<file path="src/rtl/db_arbiter_if.sv">
// db_arbiter_if: shared bus types plus the master-side and slave-side bundle of the arbiter.
// Latency: none, declarations only.
// Backpressure: none here; the arbiter holds masters off by withholding mi_ready.
package db_arbiter_pkg;

  typedef enum logic [1:0] {
    MEM_ACCESS_NONE  = 2'd0,
    MEM_ACCESS_READ  = 2'd1,
    MEM_ACCESS_WRITE = 2'd2,
    MEM_ACCESS_RMW   = 2'd3
  } MEM_ACCESS_T;

  typedef enum logic [1:0] {
    MEM_LEN_BYTE = 2'd0,
    MEM_LEN_HALF = 2'd1,
    MEM_LEN_WORD = 2'd2
  } MEM_LEN;

endpackage

interface db_arbiter_if;
  import db_arbiter_pkg::*;

  // master 0 (CPU_MMU port)
  logic [31:0] m0_addr;
  logic [31:0] m0_dataOut;
  MEM_ACCESS_T m0_accessType;
  MEM_LEN      m0_memLen;
  logic [31:0] m0_dataIn;
  logic        m0_ready;
  logic        m0_err;

  // master 1 (DMA / debug port)
  logic [31:0] m1_addr;
  logic [31:0] m1_dataOut;
  MEM_ACCESS_T m1_accessType;
  MEM_LEN      m1_memLen;
  logic [31:0] m1_dataIn;
  logic        m1_ready;
  logic        m1_err;

  // slave bus
  logic [31:0] s_addr;
  logic [31:0] s_dataOut;
  MEM_ACCESS_T s_accessType;
  MEM_LEN      s_memLen;
  logic [31:0] s_dataIn;
  logic        s_ready;

  logic [1:0]  gnt;

  // arbiter side
  modport slave (
    input  m0_addr, m0_dataOut, m0_accessType, m0_memLen,
    input  m1_addr, m1_dataOut, m1_accessType, m1_memLen,
    input  s_dataIn, s_ready,
    output m0_dataIn, m0_ready, m0_err,
    output m1_dataIn, m1_ready, m1_err,
    output s_addr, s_dataOut, s_accessType, s_memLen, gnt
  );

  // requester / slave-model side
  modport master (
    output m0_addr, m0_dataOut, m0_accessType, m0_memLen,
    output m1_addr, m1_dataOut, m1_accessType, m1_memLen,
    output s_dataIn, s_ready,
    input  m0_dataIn, m0_ready, m0_err,
    input  m1_dataIn, m1_ready, m1_err,
    input  s_addr, s_dataOut, s_accessType, s_memLen, gnt
  );

endinterface

</file>
<file path="src/rtl/db_arbiter.sv">
// db_arbiter: two-master data-bus arbiter with per-grant watchdog; ARB_ROUND_ROBIN_EN selects round-robin ties.
// Latency: grant one cycle after a request is seen in S_IDLE; mi_ready is combinational with s_ready.
// Backpressure: a granted master waits for s_ready or watchdog expiry; losers wait in S_IDLE, one DONE bubble per grant.
module db_arbiter
  import db_arbiter_pkg::*;
#(
  parameter int TIMEOUT_CYCLES = 255,
  parameter int CNT_W          = 8
) (
  input  logic        clk,
  input  logic        res,
  db_arbiter_if.slave bus
);

  typedef enum logic [1:0] {
    S_IDLE = 2'd0,
    S_GNT0 = 2'd1,
    S_GNT1 = 2'd2,
    S_DONE = 2'd3
  } state_t;

  localparam bit              WD_EN    = (TIMEOUT_CYCLES != 0);
  localparam logic [CNT_W-1:0] CNT_LAST = CNT_W'((TIMEOUT_CYCLES == 0) ? 0 : TIMEOUT_CYCLES - 1);

  state_t           state_q, state_d;
  logic [1:0]       gnt_q, gnt_d;
  logic [CNT_W-1:0] cnt_q, cnt_d;

  logic req0, req1, sel1, expired, cur_req, in_gnt0, in_gnt1;

  assign req0    = (bus.m0_accessType != MEM_ACCESS_NONE);
  assign req1    = (bus.m1_accessType != MEM_ACCESS_NONE);
  assign in_gnt0 = (state_q == S_GNT0);
  assign in_gnt1 = (state_q == S_GNT1);
  assign cur_req = in_gnt1 ? req1 : req0;
  // Expiry lands on the last allowed grant cycle, so a grant never exceeds TIMEOUT_CYCLES cycles.
  assign expired = WD_EN && (cnt_q == CNT_LAST);

`ifdef ARB_ROUND_ROBIN_EN
  logic last_q, last_d;
  // On a tie the master that did not own the previous grant wins.
  assign sel1 = req1 && (!req0 || !last_q);
`else
  // Fixed priority: master 1 only when master 0 is not asking.
  assign sel1 = !req0;
`endif

  // Next-state: selection only in S_IDLE; a grant ends only on completion, timeout or abandonment.
  always_comb begin
    state_d = state_q;
    gnt_d   = gnt_q;
    cnt_d   = cnt_q;
`ifdef ARB_ROUND_ROBIN_EN
    last_d  = last_q;
`endif
    case (state_q)
      S_IDLE: begin
        if (req0 || req1) begin
          state_d = sel1 ? S_GNT1 : S_GNT0;
          gnt_d   = sel1 ? 2'b10 : 2'b01;
          cnt_d   = '0;
`ifdef ARB_ROUND_ROBIN_EN
          last_d  = sel1;
`endif
        end
      end
      S_GNT0, S_GNT1: begin
        if (bus.s_ready || expired || !cur_req) begin
          state_d = S_DONE;
          gnt_d   = 2'b00;
        end else begin
          cnt_d = cnt_q + 1'b1;
        end
      end
      S_DONE: begin
        state_d = S_IDLE;
      end
      default: begin
        state_d = S_IDLE;
        gnt_d   = 2'b00;
      end
    endcase
  end

  // State, registered grant and watchdog; reset drops any grant immediately.
  always_ff @(posedge clk or negedge res) begin
    if (!res) begin
      state_q <= S_IDLE;
      gnt_q   <= 2'b00;
      cnt_q   <= '0;
`ifdef ARB_ROUND_ROBIN_EN
      last_q  <= 1'b1;
`endif
    end else begin
      state_q <= state_d;
      gnt_q   <= gnt_d;
      cnt_q   <= cnt_d;
`ifdef ARB_ROUND_ROBIN_EN
      last_q  <= last_d;
`endif
    end
  end

  // Slave mux and completion routing; everything idles outside the grant states.
  always_comb begin
    bus.s_addr       = '0;
    bus.s_dataOut    = '0;
    bus.s_accessType = MEM_ACCESS_NONE;
    bus.s_memLen     = MEM_LEN_BYTE;
    bus.m0_ready     = 1'b0;
    bus.m0_err       = 1'b0;
    bus.m1_ready     = 1'b0;
    bus.m1_err       = 1'b0;
    if (in_gnt0) begin
      bus.s_addr       = bus.m0_addr;
      bus.s_dataOut    = bus.m0_dataOut;
      bus.s_accessType = bus.m0_accessType;
      bus.s_memLen     = bus.m0_memLen;
      bus.m0_ready     = bus.s_ready || expired;
      bus.m0_err       = !bus.s_ready && expired;
    end else if (in_gnt1) begin
      bus.s_addr       = bus.m1_addr;
      bus.s_dataOut    = bus.m1_dataOut;
      bus.s_accessType = bus.m1_accessType;
      bus.s_memLen     = bus.m1_memLen;
      bus.m1_ready     = bus.s_ready || expired;
      bus.m1_err       = !bus.s_ready && expired;
    end
  end

  assign bus.gnt       = gnt_q;
  assign bus.m0_dataIn = bus.s_dataIn;
  assign bus.m1_dataIn = bus.s_dataIn;

endmodule

</file>
<file path="src/flat_wrapper.sv">
// flat-port wrapper written by rule: the top's interface ports become plain ports
module db_arbiter_flat import db_arbiter_pkg::*;
#(
  parameter int TIMEOUT_CYCLES = 255,
  parameter int CNT_W          = 8
)
  (clk, res, bus_m0_addr, bus_m0_dataOut, bus_m0_accessType, bus_m0_memLen, bus_m1_addr, bus_m1_dataOut, bus_m1_accessType, bus_m1_memLen, bus_s_dataIn, bus_s_ready, bus_m0_dataIn, bus_m0_ready, bus_m0_err, bus_m1_dataIn, bus_m1_ready, bus_m1_err, bus_s_addr, bus_s_dataOut, bus_s_accessType, bus_s_memLen, bus_gnt);
  db_arbiter_if bus_i ();
  input  logic clk;
  input  logic res;
  input wire logic [$bits(bus_i.m0_addr)-1:0] bus_m0_addr;
  input wire logic [$bits(bus_i.m0_dataOut)-1:0] bus_m0_dataOut;
  input wire logic [$bits(bus_i.m0_accessType)-1:0] bus_m0_accessType;
  input wire logic [$bits(bus_i.m0_memLen)-1:0] bus_m0_memLen;
  input wire logic [$bits(bus_i.m1_addr)-1:0] bus_m1_addr;
  input wire logic [$bits(bus_i.m1_dataOut)-1:0] bus_m1_dataOut;
  input wire logic [$bits(bus_i.m1_accessType)-1:0] bus_m1_accessType;
  input wire logic [$bits(bus_i.m1_memLen)-1:0] bus_m1_memLen;
  input wire logic [$bits(bus_i.s_dataIn)-1:0] bus_s_dataIn;
  input wire logic [$bits(bus_i.s_ready)-1:0] bus_s_ready;
  output wire logic [$bits(bus_i.m0_dataIn)-1:0] bus_m0_dataIn;
  output wire logic [$bits(bus_i.m0_ready)-1:0] bus_m0_ready;
  output wire logic [$bits(bus_i.m0_err)-1:0] bus_m0_err;
  output wire logic [$bits(bus_i.m1_dataIn)-1:0] bus_m1_dataIn;
  output wire logic [$bits(bus_i.m1_ready)-1:0] bus_m1_ready;
  output wire logic [$bits(bus_i.m1_err)-1:0] bus_m1_err;
  output wire logic [$bits(bus_i.s_addr)-1:0] bus_s_addr;
  output wire logic [$bits(bus_i.s_dataOut)-1:0] bus_s_dataOut;
  output wire logic [$bits(bus_i.s_accessType)-1:0] bus_s_accessType;
  output wire logic [$bits(bus_i.s_memLen)-1:0] bus_s_memLen;
  output wire logic [$bits(bus_i.gnt)-1:0] bus_gnt;
  assign bus_i.m0_addr = bus_m0_addr;
  assign bus_i.m0_dataOut = bus_m0_dataOut;
  assign bus_i.m0_accessType = bus_m0_accessType;
  assign bus_i.m0_memLen = bus_m0_memLen;
  assign bus_i.m1_addr = bus_m1_addr;
  assign bus_i.m1_dataOut = bus_m1_dataOut;
  assign bus_i.m1_accessType = bus_m1_accessType;
  assign bus_i.m1_memLen = bus_m1_memLen;
  assign bus_i.s_dataIn = bus_s_dataIn;
  assign bus_i.s_ready = bus_s_ready;
  assign bus_m0_dataIn = bus_i.m0_dataIn;
  assign bus_m0_ready = bus_i.m0_ready;
  assign bus_m0_err = bus_i.m0_err;
  assign bus_m1_dataIn = bus_i.m1_dataIn;
  assign bus_m1_ready = bus_i.m1_ready;
  assign bus_m1_err = bus_i.m1_err;
  assign bus_s_addr = bus_i.s_addr;
  assign bus_s_dataOut = bus_i.s_dataOut;
  assign bus_s_accessType = bus_i.s_accessType;
  assign bus_s_memLen = bus_i.s_memLen;
  assign bus_gnt = bus_i.gnt;
  db_arbiter #(.TIMEOUT_CYCLES(TIMEOUT_CYCLES), .CNT_W(CNT_W)) u_core (.clk(clk), .res(res), .bus(bus_i));
endmodule
</file>
<file path="config.mk">
export PLATFORM = sky130hd
export DESIGN_NAME = db_arbiter_flat
export DESIGN_NICKNAME = d
export VERILOG_FILES = /design/src/rtl/db_arbiter_if.sv /design/src/rtl/db_arbiter.sv /design/src/flat_wrapper.sv
export SDC_FILE = /design/constraint.sdc
export NUM_CORES = 1
export LEC_CHECK = 0
export CAP_MARGIN = 20
export CELL_PAD_IN_SITES_DETAIL_PLACEMENT = 2
export CELL_PAD_IN_SITES_GLOBAL_PLACEMENT = 2
export CORE_AREA = 2 2 206 107
export DETAILED_ROUTE_END_ITERATION = 8
export DIE_AREA = 0 0 208 109
export GPL_ROUTABILITY_DRIVEN = 0
export PLACE_DENSITY_LB_ADDON = 0.1
export SYNTH_ARGS = -nofsm -noshare
export SYNTH_HDL_FRONTEND = slang
export SYNTH_SLANG_ARGS = --single-unit
</file>
<file path="constraint.sdc">
create_clock -name clk -period 2.63 [get_ports clk]
set_clock_uncertainty 0.2 [all_clocks]
set_input_delay 0.263 -clock clk [delete_from_list [all_inputs] [get_ports clk]]
set_output_delay 0.263 -clock clk [all_outputs]
set_load 0.005 [all_outputs]
</file>
# --- Word-level counts from Yosys, hierarchy flattened ---
# Cells that the tools add are included.
totals:
  regBits: 12
  latchBits: 0
  ram_bits: 0
  romBits: 0
  in_bits: 171
  out_inout_bits: 138
  n_memories: 0
op_classes:
  n_addsub: 1
  mul: 0
  n_div: 0
  magnitude_cmp: 0
  eq_ne: 7
  shift: 0
  mux: 24
  bitwise: 0
  n_reduce_logical: 14
ops:
  columns: ["cell", "n"]
  rows:
  - ["32-bit 2-to-1 mux", 4]
  - ["2-bit 2-to-1 mux", 8]
  - ["8-bit 2-to-1 mux", 2]
  - ["8-bit one-hot mux with 2 select lines", 1]
  - ["8-bit by 1-bit adder with 8-bit output, second input constant", 1]
  - ["8-bit equality test, second input constant", 1]
  - ["1-bit 2-to-1 mux", 7]
  - ["2-bit one-hot mux with 3 select lines", 1]
  - ["3-bit AND reduction", 2]
  - ["2-bit nonzero test", 3]
  - ["2-bit equality test, second input constant", 2]
  - ["2-bit by 1-bit inequality test with 1-bit output, second input constant", 2]
  - ["2-bit one-hot mux with 2 select lines", 1]
  - ["1-bit logical OR", 3]
  - ["2-bit by 1-bit equality test with 1-bit output, second input constant", 1]
  - ["1-bit zero test", 2]
  - ["2-bit zero test", 1]
  - ["2-bit inequality test, second input constant", 1]
  - ["2-bit AND reduction", 1]
  - ["2-bit OR reduction", 1]
  - ["1-bit logical AND", 1]

# --- Longest topological paths before layout ---
# Gate-level depths: netlist (run 1).
logic_depth:
  ltp_word: 6
  mapped_depth: 7

# --- Least setup slack after synthesis (run 1) ---
# OpenSTA, ideal clock, no wires.
synth_path:
  path_kind: "register to output"
  start: "register u_core.state_q[1]"
  end: "output port bus_s_accessType[0]"
  arrival_time_ps: 1497
  required_ps: 2167
  setup_slack_ps: 670
  stages_incl_launch_ff: 8
  n_path_buf: 3
  cell_sequence: "dfrtp_1 > inv_1 > ha_1 > clkbuf_1 > nor2b_1 > buf_2 > buf_2 > a22o_1"
synth_via:
  elab_chain_cells: 3
  elab_cells_between_ends: 4
synth_rtl:
  columns: ["item", "line", "rtl"]
  rows:
  - ["start, declared", "db_arbiter.sv:25", "state_t state_q, state_d;"]
  - ["start signal, assigned", "db_arbiter.sv:95", "state_q <= state_d;"]
  - ["2-bit equality test", "db_arbiter.sv:34", "assign in_gnt1 = (state_q == S_GNT1);"]
  - ["2-bit 2-to-1 mux", "db_arbiter.sv:121", "end else if (in_gnt1) begin"]
  - ["2-bit 2-to-1 mux (*)", "db_arbiter.sv:114", "if (in_gnt0) begin"]
  - ["end, declared", "flat_wrapper.sv:29", "output wire logic [$bits(bus_i.s_accessType)-1:0] bus_s_accessType;"]
# Every way passes the cells marked *; elsewhere a longest branch is shown, timed or not.

# --- Final worst setup path (run 1) ---
layout_path:
  start: "register u_core.state_q[0]"
  end: "output port bus_s_addr[29]"
layout_via:
  elab_chain_cells: 3
  elab_cells_between_ends: 4
layout_rtl:
  columns: ["item", "line", "rtl"]
  rows:
  - ["2-bit equality test", "db_arbiter.sv:34", null]
  - ["32-bit 2-to-1 mux", "db_arbiter.sv:121", null]
  - ["32-bit 2-to-1 mux (*)", "db_arbiter.sv:114", null]
  - ["end, declared", "flat_wrapper.sv:27", "output wire logic [$bits(bus_i.s_addr)-1:0] bus_s_addr;"]
# Marks and branches as above.

==> impl_metrics.json, run 1 <==
{
  "clock-sinks": 12,
  "tightest_slew_ps": 678,
  "crit_family": "buffers and inverters",
  "start_util_pct": 9.79,
  "num_io_pins": 309,
  "grtUsageTotal_pct": 10.3,
  "vdd_drop_max_uv": 248,
  "num_antenna_cells": 0,
  "setup_slack_ps": 65.5,
  "arrival_ps": 2100,
  "synth_seq_area_share_pct": 14.6,
  "max-slew-margin-rel_pct": 54.7,
  "crit_required_ps": 2170,
  "seq_power_share_pct": 7.6,
  "synth_cell_types": 40,
  "synth-edff-count": 0,
  "critical_path_class": "flop to output pin",
  "drtPass1Iterations": 4,
  "cts_made_buffers": 3,
  "drc_errors": 0,
  "antenna_found_initial": 0,
  "clk_pin_slew_ps": 50,
  "r2r-end": "u_core.cnt_q[6]$_DFFE_PN0P_",
  "synthCells": 249,
  "drv_slew": 0,
  "outcome": "complete, no violations",
  "nets": 582,
  "via_count": 2546,
  "ys.warnings.count": 0,
  "async_reset_ff_share_pct": 100,
  "crit_fanout": 12,
  "core_region_area_sq_mm": 0.0210,
  "syn_area_per_cell_sq_um": 8.27,
  "sw_frac_of_total_pct": 38.7,
  "ys_ff_latch": 12,
  "cp_slowest_stage_delay_ps": 510,
  "cts_tree": "yes",
  "switching_power_mw": 1.48,
  "num_rows": 38,
  "hold_viol": 0,
  "cp-end-kind": "output pin",
  "die-area_sq_mm": 0.0227,
  "power_mw": 3.81,
  "regArea_sq_um": 302,
  "cts-root-buf": "clkbuf_16",
  "fmaxAchievable_mhz": 390,
  "cp-start-kind": "flop",
  "fin_crit_ps": 2560,
  "io_buffer_count": 212,
  "r2r_cells": 7,
  "nFillCells": 2384,
  "pwr-share-comb_pct": 83.9,
  "worst-path-stages": 7,
  "crit_chain": "inv_2 -> ha_1 -> nor2b_4 -> buf_6 -> clkbuf_16 -> a22o_1 -> clkdlybuf4s50_1",
  "cpMaxStageDelayCell": "clkdlybuf4s50_1",
  "p_int_mw": 2.34,
  "syn_to_final_growth_pct": 112,
  "tns_ps": 0,
  "r2r_start": "u_core.state_q[0]$_DFFE_PN0P_",
  "multiInputGateArea_sq_mm": 0.00118,
  "grt_pass1_vias": 2894,
  "grt_pass1_wl_microns": 18000,
  "die_x_microns": 208,
  "wl_per_cell_microns": 18.6,
  "period_share_pct": 97.5,
  "drt_iter0_markers": 89,
  "cts_max_level": 1,
  "wirelength_microns": 12700,
  "path_buf_inv": 4,
  "grt-ovfl-total": 0,
  "hold_path.class": "input pin to async pin",
  "syn-num-nets": 426,
  "dieHeight_microns": 109,
  "setup_viol": 0,
  "layout-drive-gt1-share_pct": 9.90,
  "via_per_inst": 3.72,
  "max_cap_viol_count": 0,
  "leakagePower_nw": 1.83,
  "dp_hpwl_microns": 10100,
  "clkPwrFrac_pct": 8.5,
  "cts_hold_buf": 0,
  "place_worst_setup_slack_ps": 125,
  "synth_flop_cell": "dfrtp_1",
  "rrSetupSlack_ps": 420,
  "syn-cell-area_sq_mm": 0.00206,
  "powerDensity_mw_per_mm2": 873,
  "ant_nets": 0,
  "cts.path.max_buffers": 2,
  "grt_max_degree": 37,
  "insertion_delay_ps": 250
}
-- registers in the layout, indices dropped and copies added, names as in the netlist --
register        count
u_core.bus.gnt      2
u_core.cnt_q        8
u_core.state_q      2
-- synthesized netlist by cell type (2+ instances only) --
cell,number,area [sq um]
a22o_1,67,587
buf_4,65,488
dfrtp_1,12,300
clkbuf_1,11,41.3
inv_1,11,41.3
nand2_1,11,41.3
nor2_1,7,26.3
ha_1,6,75.1
nand3_1,5,25.0
o21ai_0,5,25.0
o311ai_1,5,43.8
buf_2,4,20.0
o22ai_1,3,18.8
a21oi_1,2,10.0
a41o_1,2,20.0
and2_1,2,12.5
and3_1,2,12.5
nand4_1,2,12.5
nor2b_1,2,12.5
nor3_1,2,10.0
nor3_2,2,20.0
o221ai_1,2,17.5
or3_1,2,12.5
-- layout by cell type (no fill, tap or decap), types with 3 or more instances in the layout --
cell type,instances
a22o_1,67
o21ai_0,5
dfrtp_1,11
nor2_1,7
o311ai_1,5
nand2_1,11
ha_1,5
buf_4,12
buf_12,3
clkbuf_16,5
nand3_1,5
dlymetal6s2s_1,15
inv_1,9
o22ai_1,3
clkdlybuf4s50_1,197
-- worst register-to-register path: cells and delay by family, from the launching register on --
family                   cells  cell delay, ps
AO/OA/AOI/OAI                1             330
adder cells (fa/ha/maj)      1             220
buffers and inverters        2             220
flip-flops                   1             410
AND/OR/NAND/NOR              3             730
-- kinds of logic (layout without fill, tap and decap cells) --
group                      count (synthesis)  count (layout)  share of synthesized area, %
AOI/OAI and AO/OA                         94              94                          39.6
xor gates and xnor gates                   1               1                         0.426
adders and majority gates                  6               6                          3.65
buffers and inverters                     92             247                          29.2
DFF                                       12              12                          14.6
and+or+nand+nor                           44              44                          12.5
-- layout make-up --
class                   instances  area share [%]
clock buffers                   4            2.03
inverters                      11           0.945
multi-input cells             145            26.9
flip-flops and latches         12            6.90
well taps                     280            8.02
repair buffers                232            55.2
-- per-stage QoR --
stage | utilization [%] | cell area, sq um | std cells | hold slack [ps]
finish | 20.8 | 4370 | 684 | 227
CTS | 20.1 | 4230 | 678 | 287
floorplan | - | 2060 | 249 | -233
detailed placement | 19.4 | 4070 | 669 | 326
global route | 20.8 | 4370 | 684 | 286
global placement | 19.4 | 4070 | 669 | 326
-- timing repair --
item	CTS	global route
gates resized for setup	5	21
setup buffers	4	4
endpoints found under the setup margin	68	68
pin swaps	1	1
gates cloned	1	2
-- power by group through the flow --
| stage | logic (mW) | clock network, mW | registers, mW |
|---|---|---|---|
| 2_1_floorplan | 1.34 | 0 | 0.269 |
| 3_3_place_gp | 3.02 | 0 | 0.283 |
| 3_5_place_dp | 3.01 | 0 | 0.287 |
| 4_1_cts | 3.16 | 0.332 | 0.291 |
| 5_1_grt | 3.46 | 0.342 | 0.302 |
| 6_report | 3.20 | 0.325 | 0.289 |
-- per-layer routing --
metal  track usage [%]  part of all wire (%)
met3              4.75                   9.7
met2              16.4                    45
met1              12.9                    45
met4              1.62                  0.79
met5                 0                     0
-- worst max-delay path by stage --
stage               slack [ps]                           from             endpoint
finish                      70  u_core.state_q[0]$_DFFE_PN0P_       bus_s_addr[29]
global placement           110  u_core.state_q[1]$_DFFE_PN0P_       bus_s_addr[18]
detailed placement         130  u_core.state_q[1]$_DFFE_PN0P_        bus_s_addr[7]
CTS                         20  u_core.state_q[0]$_DFFE_PN0P_       bus_s_addr[18]
global route                -4  u_core.state_q[0]$_DFFE_PN0P_    bus_s_dataOut[10]
floorplan                  670  u_core.state_q[1]$_DFFE_PN0P_  bus_s_accessType[0]
Note: power is estimated with default switching activity, not from simulation.
==> run 2: changes to the inputs <==
Settings changed: CELL_PAD_IN_SITES_DETAIL_PLACEMENT 2 to 0.
==> run 2 against run 1 <==
Against the previous run: die area is the same; flip-flop and latch count is the same; global-route usage shrank 1.4 points; first-iteration DRC count shrank 10%; critical path type unchanged; largest cell class unchanged; highest routed layer unchanged; cell count shrank 0.29%; hold slack gained 16 ps; sequential power is essentially flat; clock-buffer cell count shrank 1; clock power shrank 15%.
==> impl_metrics.json, run 2 (synthesis results as in run 1) <==
{
  "outcome": "complete, no violations",
  "clock-sinks": 12,
  "wl_per_cell_microns": 16.6,
  "cts-root-buf": "clkbuf_16",
  "drv_slew": 0,
  "num_rows": 38,
  "final_cell_mix": "clkdlybuf4s50_1, a22o_1, dlymetal6s2s_1",
  "drt_iter0_markers": 80,
  "tns_ps": 0,
  "die_x_microns": 208,
  "crit_family": "buffers and inverters",
  "fin_cells": 682,
  "rsz0062_at_grt": "no",
  "vdd_drop_max_uv": 204,
  "via_per_inst": 3.63,
  "crit_required_ps": 2170,
  "fin_hold_ws_ps": 243,
  "fin_crit_ps": 2540,
  "crit_chain": "inv_2 -> ha_1 -> nor2b_4 -> buf_12 -> clkbuf_16 -> a22o_1 -> clkdlybuf4s50_1",
  "hold_path.class": "input pin to async pin",
  "cts_max_level": 1,
  "core_region_area_sq_mm": 0.0210,
  "cp-end-kind": "output pin",
  "power_mw": 3.68,
  "leakagePower_nw": 1.83,
  "arrival_ps": 2080,
  "start_util_pct": 9.79,
  "ant_nets": 0,
  "hold_viol": 0,
  "cp-start-kind": "flop",
  "path_buf_inv": 4,
  "largest_register_ff_count": 8,
  "grt-ovfl-total": 0,
  "insertion_delay_ps": 240,
  "regMostFlops": "u_core.cnt_q",
  "tightest_slew_ps": 679,
  "setup_viol": 0,
  "io_buffer_count": 212,
  "grt_pass1_wl_microns": 15700,
  "num_io_pins": 309,
  "dieHeight_microns": 109,
  "placed_cells": 669,
  "drtPass1Iterations": 4,
  "grt_max_degree": 50,
  "fmaxAchievable_mhz": 394,
  "max_cap_viol_count": 0,
  "powerDensity_mw_per_mm2": 848,
  "crit_fanout": 12,
  "final_common_cell": "clkdlybuf4s50_1",
  "drc_errors": 0,
  "clk_pin_slew_ps": 40,
  "setup_slack_ps": 89.0,
  "critical_path_class": "flop to output pin",
  "cts.path.max_buffers": 2,
  "cp_slowest_stage_delay_ps": 510,
  "grt_pass1_vias": 2559,
  "num_antenna_cells": 0,
  "syn_to_final_growth_pct": 111,
  "antenna_found_initial": 0,
  "layout-drive-gt1-share_pct": 8.96,
  "cpMaxStageDelayCell": "clkdlybuf4s50_1",
  "cts_tree": "yes",
  "wirelength_microns": 11300,
  "period_share_pct": 96.6,
  "grtUsageTotal_pct": 8.93,
  "r2r_start": "u_core.state_q[0]$_DFFE_PN0P_",
  "via_count": 2473,
  "place_worst_setup_slack_ps": 160,
  "max-slew-margin-rel_pct": 54.6,
  "dp_hpwl_microns": 8940,
  "nets": 581,
  "die-area_sq_mm": 0.0227,
  "critPathLaunch": "u_core.state_q[0]$_DFFE_PN0P_",
  "cts_made_buffers": 3,
  "cts_hold_buf": 0
}
[run 2: timing repair]
action,CTS,global route
pin swaps,0,1
setup endpoints to repair,68,68
cloned,0,3
hold endpoints to repair,0,0
setup buffers,0,7
resized for setup,1,20
[run 2: worst paths after layout]
path	end	slack [ps]	cells past startpoint
worst min register to register	u_core.bus.gnt[0]$_DFFE_PN0P_	360	2
worst max register to register	u_core.cnt_q[5]$_DFFE_PN0P_	460	7
worst max-delay path	bus_s_dataOut[3]	90	7
min in group clk	bus_m0_dataIn[10]	330	0
max in group asynchronous	u_core.cnt_q[6]$_DFFE_PN0P_	1560	1
worst min-delay path	u_core.cnt_q[4]$_DFFE_PN0P_	240	1
[run 2: metal layers]
layer / global-route usage (%) / share of wire [%] / vias up
met4: 1.17 / 0.75 / 0
met2: 14.0 / 45 / 125
met5: 0 / 0 / -
li1: - / - / 1184
met1: 11.4 / 45 / 1152
met3: 4.21 / 9.7 / 12
[run 2: through the flow]
step / utilization (%) / instance area [sq um]
floorplan: - / 2060
global route: 20.7 / 4340
CTS: 19.8 / 4160
detailed placement: 19.4 / 4070
finish: 20.7 / 4340
global placement: 19.4 / 4070
[run 2: layout make-up]
cell class / count / area [sq um]
Sequential cell: 12 / 300
Multi-Input combinational cell: 145 / 1180
Tap cell: 280 / 350
Fill cell: 2314 / 16700
Timing Repair Buffer: 231 / 2400
Clock buffer: 3 / 75.1
Inverter: 11 / 41.3
[run 2: report_power, final]
group / leakage, nW / total, mW / internal [mW] / switching, mW
clock network: 0.0370 / 0.276 / 0.198 / 0.0776
registers: 0.160 / 0.286 / 0.234 / 0.0519
logic: 1.63 / 3.12 / 1.86 / 1.27
total: 1.83 / 3.68 / 2.29 / 1.40
==> run 3: changes to the inputs <==
Settings changed: CTS_BUF_LIST set to sky130_fd_sc_hd__clkbuf_4 sky130_fd_sc_hd__clkbuf_8.
==> run 3 against run 2 <==
Against the previous run: die area is the same; critical path depth decreased by 2; combinational power grew 2%; wire length is 1.5% higher; via count rose by 1.2%; utilization down 0.23 points; non-clock buffer count down 1; first-iteration DRC count decreased by 5.0%; cell area is 1.1% lower; maximum frequency rose by 0.50%; critical path type unchanged; largest cell class unchanged; largest power group unchanged; highest routed layer unchanged.
==> impl_metrics.json, run 3 (synthesis results as in run 1) <==
{
  "rsz0062_at_grt": "yes",
  "cts-root-buf": "clkbuf_8",
  "antenna_found_initial": 0,
  "via_count": 2503,
  "r2r_cells": 7,
  "layout-drive-gt1-share_pct": 8.73,
  "drc_errors": 0,
  "fin_hold_ws_ps": 242,
  "hold_path.class": "input pin to async pin",
  "clk_pin_slew_ps": 50,
  "tns_ps": 0,
  "final_common_cell": "clkdlybuf4s50_1",
  "crit_chain": "inv_1 -> ha_1 -> a41o_1 -> and2_1 -> clkdlybuf4s50_1",
  "cp-end-kind": "output pin",
  "hold_viol": 0,
  "crit_fanout": 4,
  "syn_to_final_growth_pct": 109,
  "crit_required_ps": 2170,
  "nets": 580,
  "period_share_pct": 96.1,
  "clock-sinks": 12,
  "start_util_pct": 9.79,
  "dieHeight_microns": 109,
  "fmaxAchievable_mhz": 395,
  "grt-ovfl-total": 0,
  "drt_iter0_markers": 76,
  "power_mw": 3.63,
  "max-slew-margin-rel_pct": 54.0,
  "largest_register_ff_count": 8,
  "outcome": "complete, no violations",
  "via_per_inst": 3.68,
  "grt_pass1_vias": 2614,
  "nFillCells": 2305,
  "drv_slew": 0,
  "cp-start-kind": "flop",
  "setup_slack_ps": 102,
  "placed_cells": 669,
  "regMostFlops": "u_core.cnt_q",
  "fin_crit_ps": 2530,
  "grtUsageTotal_pct": 9.20,
  "setup_viol": 0,
  "ant_nets": 0,
  "cts_made_buffers": 3,
  "place_worst_setup_slack_ps": 160,
  "cts.path.max_buffers": 2,
  "num_rows": 38,
  "tightest_slew_ps": 688,
  "max_cap_viol_count": 0,
  "powerDensity_mw_per_mm2": 846,
  "core_region_area_sq_mm": 0.0210,
  "leakagePower_nw": 1.68,
  "fin_cells": 681,
  "grt_max_degree": 37,
  "vdd_drop_max_uv": 205,
  "drtPass1Iterations": 4,
  "cts_hold_buf": 0,
  "critical_path_class": "flop to output pin",
  "cts_tree": "yes",
  "dp_hpwl_microns": 8940,
  "arrival_ps": 2070,
  "wl_per_cell_microns": 16.8,
  "num_io_pins": 309,
  "die-area_sq_mm": 0.0227,
  "final_cell_mix": "clkdlybuf4s50_1, a22o_1, dfrtp_1",
  "grt_pass1_wl_microns": 16100,
  "cp_slowest_stage_delay_ps": 530,
  "insertion_delay_ps": 240,
  "num_antenna_cells": 0,
  "cts_max_level": 1,
  "io_buffer_count": 212,
  "die_x_microns": 208,
  "wirelength_microns": 11500,
  "cpMaxStageDelayCell": "clkdlybuf4s50_1"
}
[run 3: metrics by stage]
stage | instance area, sq um | utilization [%]
floorplan | 2060 | -
global placement | 4070 | 19.4
detailed placement | 4070 | 19.4
CTS | 4190 | 19.9
global route | 4300 | 20.4
finish | 4300 | 20.4
[run 3: area by class of cell]
type	instances	area, sq um	area share, %
Timing Repair Buffer	230	2390	55.6
Sequential cell	12	300	6.99
Clock buffer	3	41.3	0.961
Tap cell	280	350	8.15
Multi-Input combinational cell	145	1180	27.4
Inverter	11	41.3	0.961
[run 3: repair_timing]
| action | CTS | global route |
|---|---|---|
| setup buffers | 4 | 3 |
| cloned | 1 | 2 |
| pin swaps | 1 | 0 |
| gates resized for setup | 3 | 11 |
| endpoints found under the hold margin | 0 | 0 |
| setup endpoints to repair | 68 | 67 |
[run 3: where the power goes]
part	internal, mW	switching, mW
Clock	0.101	0.0692
Combinational	1.89	1.29
Sequential	0.234	0.0502
[run 3: critical path, delay by kind of cell, from the launching register on]
kind	cells	cell delay, ps
DFF	1	410
adders and majority gates	1	280
and+or+nand+nor	1	160
buffers and inverters	2	630
AOI/OAI and AO/OA	1	340
[run 3: metal layers]
metal	global-route usage [%]	wire length [microns]
met1	11.7	5140
met2	14.7	5150
met3	4.21	1090
met4	1.17	85
met5	0	0
[run 3: final timing paths]
check / endpoint / start / slack (ps)
worst max-delay path: bus_m0_ready / u_core.cnt_q[0]$_DFFE_PN0P_ / 100
worst min-delay path: u_core.cnt_q[4]$_DFFE_PN0P_ / res / 240
worst max register to register: u_core.cnt_q[5]$_DFFE_PN0P_ / u_core.state_q[0]$_DFFE_PN0P_ / 440
worst min register to register: u_core.bus.gnt[0]$_DFFE_PN0P_ / u_core.bus.gnt[0]$_DFFE_PN0P_ / 360
max in group asynchronous: u_core.cnt_q[6]$_DFFE_PN0P_ / res / 1550
min in group clk: bus_m0_dataIn[9] / bus_s_dataIn[9] / 330
==> edit (settings of run 2) <==
Re-encode `state_t` (4 states) as Gray code, 2 bits wide.
--- a/src/rtl/db_arbiter.sv
+++ b/src/rtl/db_arbiter.sv
@@ -14,8 +14,8 @@
 
   typedef enum logic [1:0] {
-    S_IDLE = 2'd0,
-    S_GNT0 = 2'd1,
-    S_GNT1 = 2'd2,
-    S_DONE = 2'd3
+    S_IDLE = 2'b00,
+    S_GNT0 = 2'b01,
+    S_GNT1 = 2'b11,
+    S_DONE = 2'b10
   } state_t;
 
Function: same outputs for any inputs over 10 cycles, from zero or initial values; not proved beyond that.
==> edit against run 2 <==
Sequential power grew 36%; sequential share of layout area shrank 0.089 points; area after synthesis grew 16%; sequential cell count is the same; count of clock-buffer cells in the layout grew 1; non-clock buffer count shrank 11; wire length shrank 5.7%; setup slack gained 92 ps; design area grew 3.0%; power shrank 13%.
==> edit: results (changes against run 2) <==
* Max reg flops at 8 (unchanged)
* Slowest stage cell, crit path: dfrtp_4 (was clkdlybuf4s50_1)
* Routed wl met2 at 4340 microns (was 5050 microns)
* Drt first pass iters at 4 (unchanged)
* Internal reg-to-reg setup slack at 530 ps (was 460 ps)
* Hpwl dp at 8780 microns (was 8940 microns)
* Reg2Reg Launch Point: u_core.cnt_q[2] (was u_core.state_q[0])
* Total track usage at 8.81% (was 8.93%)
* Post-CTS Resized at 0 (was 1)
* Worst R2R End: u_core.cnt_q[2] (was u_core.cnt_q[5])
* Outcome: finished, final reports clean (unchanged)
* Inserted Clock Buffers at 3 (unchanged)
* Crit path DAT at 1990 ps (was 2080 ps)
* M3 GR Usage at 4.29% (was 4.21%)
* Seq/Total Area, Yosys at 12.6% (was 14.6%)
* First-pass GRT wire length at 15,300 microns (was 15,700 microns)
* GR Util met2 at 12.4% (was 14.0%)
* # nets final at 608 (was 581)
* Share of cells above drive strength 1 at 3.92% (was 8.96%)
* Clock Tree Root: clkbuf_16 (unchanged)
* Final hold slack at 237 ps (was 243 ps)
* Worst r2r path cells at 4 (was 7)
* P_seq at 0.000388 W (was 0.000286 W)
* CP max stage delay at 560 ps (was 510 ps)
* FFs w/ async S/R, synth at 100% (unchanged)
* Max H-tree Level at 1 (unchanged)
* Area contributors post-synth: mux2i_1, buf_4, nor2b_1 (was a22o_1, buf_4, dfrtp_1)
* Total leakage power at 1.71 nW (was 1.83 nW)
* # diodes at 0 (unchanged)
* Net Sw Frac at 37.5% (was 37.9%)
* WL/cell at 14.9 microns (was 16.6 microns)
* Clk sink count at 12 (unchanged)
* Number of fill cells in the layout at 2,322 (was 2,314)
* Worst-path clk slew at 50 ps
* Biggest register: u_core.cnt_q (unchanged)
* Crit path from: u_core.state_q[1] (was u_core.state_q[0])
* Met1 Usage GRT at 12.3% (was 11.4%)
* Syn_nets at 465 (was 426)
* Synth cell types at 36 (was 40)
* Clock power frac at 8.9% (was 7.5%)
* Wl on met1 at 5090 microns (was 5070 microns)
* Pin count of the biggest net entering global routing at 31 (was 50)
* Most used flip-flop cell after synthesis: dfrtp_1 (unchanged)
* Synth cell count leaders: nor2b_1, mux2i_1, buf_4 (was a22o_1, buf_4, dfrtp_1)
* IO Port Bufs at 212 (unchanged)
* VDD IR max at 0.270 mV (was 0.204 mV)
* Worst Path Max Fanout at 16 (was 12)
* Via count at 2,507 (was 2,473)
* Worst Max-Slew Pin Slew at 674 ps (was 679 ps)
* Met3 WL post-DR at 1180 microns (was 1090 microns)
* Initial DRC Count at 89 (was 80)
==> edit: changes by cell type in the layout (fill, tap and decap cells not counted), sizes merged, moves of 9 or more <==
cell | before | now
nor2b | 2 | 69
dlymetal6s2s | 16 | 0
mux2i | 0 | 68
clkdlybuf4s50 | 196 | 212
buf | 17 | 8
a22o | 67 | 0
==> edit: stage by stage <==
step / utilization [%] / area (sq um) / total power [W] / setup WS, ps / instances
floorplan: - / 2380 / 0.00161 / 748 / 292
global placement: 20.9 / 4400 / 0.00303 / 355 / 710
detailed placement: 20.9 / 4400 / 0.00299 / 384 / 710
CTS: 21.3 / 4470 / 0.00329 / 125 / 714
global route: 21.3 / 4470 / 0.00348 / 31.3 / 714
finish: 21.3 / 4470 / 0.00320 / 181 / 714
==> edit: area by class of cell <==
| cell class | instances | area, sq um | share of cell area [%] |
|---|---|---|---|
| inverters | 3 | 11.3 | 0.252 |
| flip-flops and latches | 12 | 305 | 6.82 |
| well taps | 280 | 350 | 7.83 |
| repair buffers | 220 | 2220 | 49.6 |
| clock buffers | 4 | 78.8 | 1.76 |
| multi-input cells | 195 | 1510 | 33.7 |
==> edit: how the worst max path moves through the flow <==
stage,endpoint,slack (ps),depth (start not counted)
after CTS,bus_s_dataOut[20],120,4
after global placement,bus_s_memLen[1],360,3
after floorplan,u_core.cnt_q[2],750,6
after detailed placement,bus_s_addr[16],380,3
after global routing,bus_s_addr[6],30,3
final,bus_s_dataOut[20],180,4
==> edit: cells by family after synthesis <==
logic type,count (synthesis),synth area share [%]
adder cells (fa/ha/maj),2,1.05
AND/OR/NAND/NOR,101,24.8
multiplexers,69,29.0
AO/OA/AOI/OAI,23,8.39
buffers and inverters,85,24.1
flip-flops,12,12.6
